File: src/rtl/delayed_arith_pkg.sv
// Shared constants and stage payload type for the delayed adder/subtractor datapath.
// Build option: DELAYED_SUB_SAT_EN selects saturating results in sub_range_calc.
package delayed_arith_pkg;

    // Operand, sum and signed difference widths
    localparam int OPERAND_W = 4;
    localparam int SUM_W     = 5;
    localparam int DIFF_W    = 6;

    // Deepest pipeline the subtractor is meant to be built with
    localparam int DELAY_MAX = 8;

    // Contents of one pipeline stage: valid flag plus the result it carries
    typedef struct packed {
        logic                 valid;
        logic [OPERAND_W-1:0] a;
        logic                 range_err;
    } stage_t;

endpackage

File: src/rtl/sub_range_calc.sv
// Combinational core of the delayed subtractor: recovers a = sum - b and flags
// results outside 0..15.
// Build option: DELAYED_SUB_SAT_EN clamps out-of-range results to 0 / 15 instead
// of letting them wrap; range_err asserts in both builds.
module sub_range_calc
    import delayed_arith_pkg::*;
(
    input  logic [SUM_W-1:0]     sum,
    input  logic [OPERAND_W-1:0] b,
    output logic [OPERAND_W-1:0] a,
    output logic                 range_err
);

    logic [DIFF_W-1:0] diff;
    logic              underflow;
    logic              overflow;

    // Subtract in a 6-bit two's complement space so both underflow and overflow are visible
    always_comb begin
        diff      = {1'b0, sum} - {2'b00, b};
        underflow = diff[DIFF_W-1];
        overflow  = !diff[DIFF_W-1] && diff[SUM_W-1];
        range_err = underflow || overflow;
`ifdef DELAYED_SUB_SAT_EN
        if (underflow) begin
            a = '0;
        end else if (overflow) begin
            a = '1;
        end else begin
            a = diff[OPERAND_W-1:0];
        end
`else
        a = diff[OPERAND_W-1:0];
`endif
    end

endmodule

File: src/rtl/delayed_subtractor.sv
// Fixed-latency pipelined subtractor (inverse of the delayed adder).
// Accepts {sum, b} with a valid/ready handshake, delivers a = sum - b and a
// range flag DELAY cycles later. Back-pressure freezes the whole pipeline;
// bubbles travel as invalid stages and are never collapsed.
// Build option: DELAYED_SUB_SAT_EN (saturating results, see sub_range_calc).
// DELAY is expected to lie in 1..DELAY_MAX.
module delayed_subtractor
    import delayed_arith_pkg::*;
#(
    parameter int DELAY = 2
)
(
    input  logic                 clk,
    input  logic                 rst_n,
    input  logic                 in_valid,
    output logic                 in_ready,
    input  logic [SUM_W-1:0]     sum,
    input  logic [OPERAND_W-1:0] b,
    output logic                 out_valid,
    input  logic                 out_ready,
    output logic [OPERAND_W-1:0] a,
    output logic                 range_err
);

    stage_t               stages [DELAY];
    logic [OPERAND_W-1:0] calc_a;
    logic                 calc_err;
    logic                 stall;

    sub_range_calc u_calc (
        .sum       (sum),
        .b         (b),
        .a         (calc_a),
        .range_err (calc_err)
    );

    // The last stage is the output; a stall happens only when it is full and not taken
    always_comb begin
        out_valid = stages[DELAY-1].valid;
        a         = stages[DELAY-1].a;
        range_err = stages[DELAY-1].range_err;
        stall     = stages[DELAY-1].valid && !out_ready;
        in_ready  = !stall;
    end

    // Advance all stages together unless stalled; payload only moves with a valid bit so idle outputs keep their last result
    always_ff @(posedge clk or negedge rst_n) begin
        if (!rst_n) begin
            for (int i = 0; i < DELAY; i++) begin
                stages[i] <= '0;
            end
        end else if (!stall) begin
            stages[0].valid <= in_valid;
            if (in_valid) begin
                stages[0].a         <= calc_a;
                stages[0].range_err <= calc_err;
            end
            for (int i = 1; i < DELAY; i++) begin
                stages[i].valid <= stages[i-1].valid;
                if (stages[i-1].valid) begin
                    stages[i].a         <= stages[i-1].a;
                    stages[i].range_err <= stages[i-1].range_err;
                end
            end
        end
    end

endmodule

File: config.mk
export PLATFORM = sky130hd
export DESIGN_NAME = delayed_subtractor
export DESIGN_NICKNAME = d
export VERILOG_FILES = /design/src/rtl/delayed_arith_pkg.sv /design/src/rtl/sub_range_calc.sv /design/src/rtl/delayed_subtractor.sv
export SDC_FILE = /design/constraint.sdc
export NUM_CORES = 1
export LEC_CHECK = 0
export CAP_MARGIN = 10
export CORE_MARGIN = 5
export CORE_UTILIZATION = 42
export CTS_BUF_LIST = sky130_fd_sc_hd__clkbuf_8
export DETAILED_ROUTE_END_ITERATION = 8
export PLACE_DENSITY = 0.73
export SLEW_MARGIN = 25
export SYNTH_ARGS = -nofsm -noshare
export SYNTH_HDL_FRONTEND = slang
export SYNTH_SLANG_ARGS = --single-unit
File: constraint.sdc
create_clock -name clk -period 1.1 [get_ports clk]
set_clock_uncertainty 0.1 [all_clocks]
set_input_delay 0.165 -clock clk [delete_from_list [all_inputs] [get_ports clk]]
set_output_delay 0.165 -clock clk [all_outputs]
set_load 0.05 [all_outputs]
==> run summary <==
Status -> finished with violations
Failing checks -> setup timing
Critical path class -> in -> reg
Initial antenna violation count -> 0
Final antenna-violating net count -> 0
Nets@finish -> 110
Total number of vias -> 547
CTS max path bufs -> 2
Final period util -> 1.19
Number of DRC markers in iteration 0 -> 2
Pre-CTS setup slack -> -0.997 ns
Pins Over Slew Limit -> 0
Worst Setup End Kind -> flip-flop
Post-Synthesis Net Count -> 77
Clk sinks -> 12
Mean Syn Cell Area -> 11.1 sq um
Count of cell types in the netlist -> 19
Clock slew at reported path FFs -> 0.05 ns
Die ar. -> 2450 sq um
Worst endpoint data arrival time -> 1.33 ns
CP Launch Type -> input port
Crit path time final -> 1.31 ns
Fraction of layout instances using a drive strength above 1 -> 0.648
Post-Synthesis Cells -> 59
RD Place Congestion -> 0.688
First drt pass iteration count -> 2
Final Util -> 0.812
Vias in the first global route -> 564
# fillers -> 87
First-pass GRT wire length -> 2360 um
Chip height -> 49.5 um
#FFs+latches synth -> 12
Setup TNS Final -> -1.30 ns
Slew at the pin with the worst max-slew slack -> 0.244 ns
TritonCTS Buffers -> 3
P per Cell Area -> 1980 nW/um^2
Max_slew headroom -> 0.837
Hold-fix buffers at CTS -> 0
Crit-path slowest cell -> fa_2
Routed wire length -> 1420 um
Max-cap violations -> 0
Worst vdd ir -> 0.00102 V
# IOs -> 20
Post-synthesis sequential area ratio -> 0.457
Root buffer cell -> clkbuf_8
Power Total -> 0.00239 W
Crit Path Max Fanout -> 2
Diodes inserted -> 0
Top delay family on crit path -> adder cells
Pin count of the biggest net entering global routing -> 13
Die width -> 49.5 um
Final Hold Vio Count -> 0
Area growth syn-to-layout -> 84.0%
Rows -> 14
CP Cell Sequence -> buf_8, inv_8, ha_4, fa_2, and2b_1, o211ai_1, a211oi_2, a211oi_1
Crit path buf inv count -> 2
Setup slack after layout -> -0.213 ns
Grt total ovfl -> 0
Core ar. -> 1490 sq um
Starting Density -> 0.441
Leak pwr -> 0.563 nW
Global-route usage over all layers -> 0.125
Mapped Area -> 657 sq um
DR WL/cell -> 13.3 um
Max frequency -> 762 MHz
DP Wirelength -> 1000 um
Yosys Warn Count -> 0
CTS tree -> built
Max stage delay on crit path -> 0.33 ns
Req. time, crit path -> 1.11 ns
Hold WC Path Type -> in -> reg
H-tree depth -> 1
PortBufs -> 19
Final setup violation count -> 12
Unrepaired setup endpoints after global routing -> yes
DRC viols -> 0
Worst skew pair latency -> 0.23 ns
Via density -> 5.11
-- final cells by class --
class                   count  area, sq um  share of cell area
flip-flops and latches     12          302               0.249
clock buffers               4         55.1              0.0455
multi-input cells          36          423               0.350
well taps                  16         20.0              0.0166
inverters                   6         30.0              0.0248
repair buffers             33          379               0.314
-- final timing paths --
path                                       startpoint  slack (ns)                     to  cells past startpoint
worst max register to register  out_valid$_DFFE_PN0N_       -0.13       a[1]$_DFFE_PN0P_                      4
worst min register to register  stages[7]$_DFFE_PN0P_        0.41  stages[7]$_DFFE_PN0P_                      2
max in group asynchronous                       rst_n        0.60  out_valid$_DFFE_PN0N_                      2
min in group asynchronous                       rst_n        0.13       a[0]$_DFFE_PN0P_                      2
worst min-delay path                             b[0]        0.11  stages[7]$_DFFE_PN0P_                      3
worst max-delay path                           sum[0]       -0.21  stages[6]$_DFFE_PN0P_                      8
-- cell usage in the layout, fill, tap and decap left out, drive strengths merged --
cell type and count:
a221oi 1, clkbuf 6, mux2 5, inv 6, buf 25, a211oi 2
dfrtp 12, nand2 7, nor2b 2, nand2b 1, nor3b 1, clkdlybuf4s50 5
o211ai 1, xor2 2, ha 4, dlygate4sd2 1, o21ai 6, fa 1
and2b 1, a21oi 2
-- what timing repair did --
action | CTS | global route
pin swaps | 9 | 10
gates resized for setup | 37 | 13
buffers inserted | 2 | 3
endpoints found under the setup margin | 12 | 14
-- flip-flops by register name (all words and copies together), names as in the netlist --
signal / flops
stages: 6
a: 4
out_valid: 1
range_err: 1
-- worst reg2reg max path: stages (launching register included) --
cell and delay (ns):
dfrtp_2 0.43, nand2b_4 0.10, buf_6 0.11, nand2_8 0.06, mux2_4 0.31
-- synthesized netlist by cell type --
master / n / area, sq um
nand2_1: 7 / 26.3
a21oi_1: 2 / 10.0
mux2_2: 5 / 56.3
o211ai_1: 1 / 7.51
a211oi_1: 2 / 15.0
nor2b_1: 1 / 6.26
nand2b_4: 1 / 13.8
dfrtp_1: 12 / 300
and2b_1: 1 / 7.51
buf_4: 5 / 37.5
a221oi_2: 1 / 15.0
fa_1: 1 / 20.0
inv_1: 6 / 22.5
nor3b_1: 1 / 7.51
o21ai_0: 5 / 25.0
xor2_1: 2 / 17.5
o21ai_1: 1 / 5.00
ha_1: 4 / 50.1
nor2b_4: 1 / 13.8
-- stage by stage --
stage / cell area (sq um) / instances / hold WS (ns)
2_1_floorplan: 722 / 59 / -0.231
3_3_place_gp: 1030 / 98 / 0.371
3_5_place_dp: 1030 / 98 / 0.378
4_1_cts: 1180 / 104 / 0.115
5_1_grt: 1210 / 107 / 0.124
6_report: 1210 / 107 / 0.114
-- metal layers --
layer / vias up / global-route usage / routed length (um)
met5: - / 0 / 0
met4: 0 / 0.0786 / 30
met3: 2 / 0.00301 / 92
met2: 20 / 0.242 / 773
met1: 264 / 0.128 / 525
li1: 261 / - / -
-- where the power goes --
group          leakage, nW  switching (W)  internal (W)
registers            0.142       0.000139      0.000571
clock network       0.0288       0.000152      0.000315
logic                0.392       0.000539      0.000674
-- kinds of logic (layout without fill, tap and decap cells) --
logic type,after synthesis,after routing,share of synthesized area
AO/OA/AOI/OAI,12,12,0.118
XOR/XNOR,2,2,0.0267
adder cells (fa/ha/maj),5,5,0.107
buffers and inverters,11,43,0.0914
flip-flops,12,12,0.457
multiplexers,5,5,0.0857
AND/OR/NAND/NOR,12,12,0.114
Note: power is estimated with default switching activity, not from simulation.
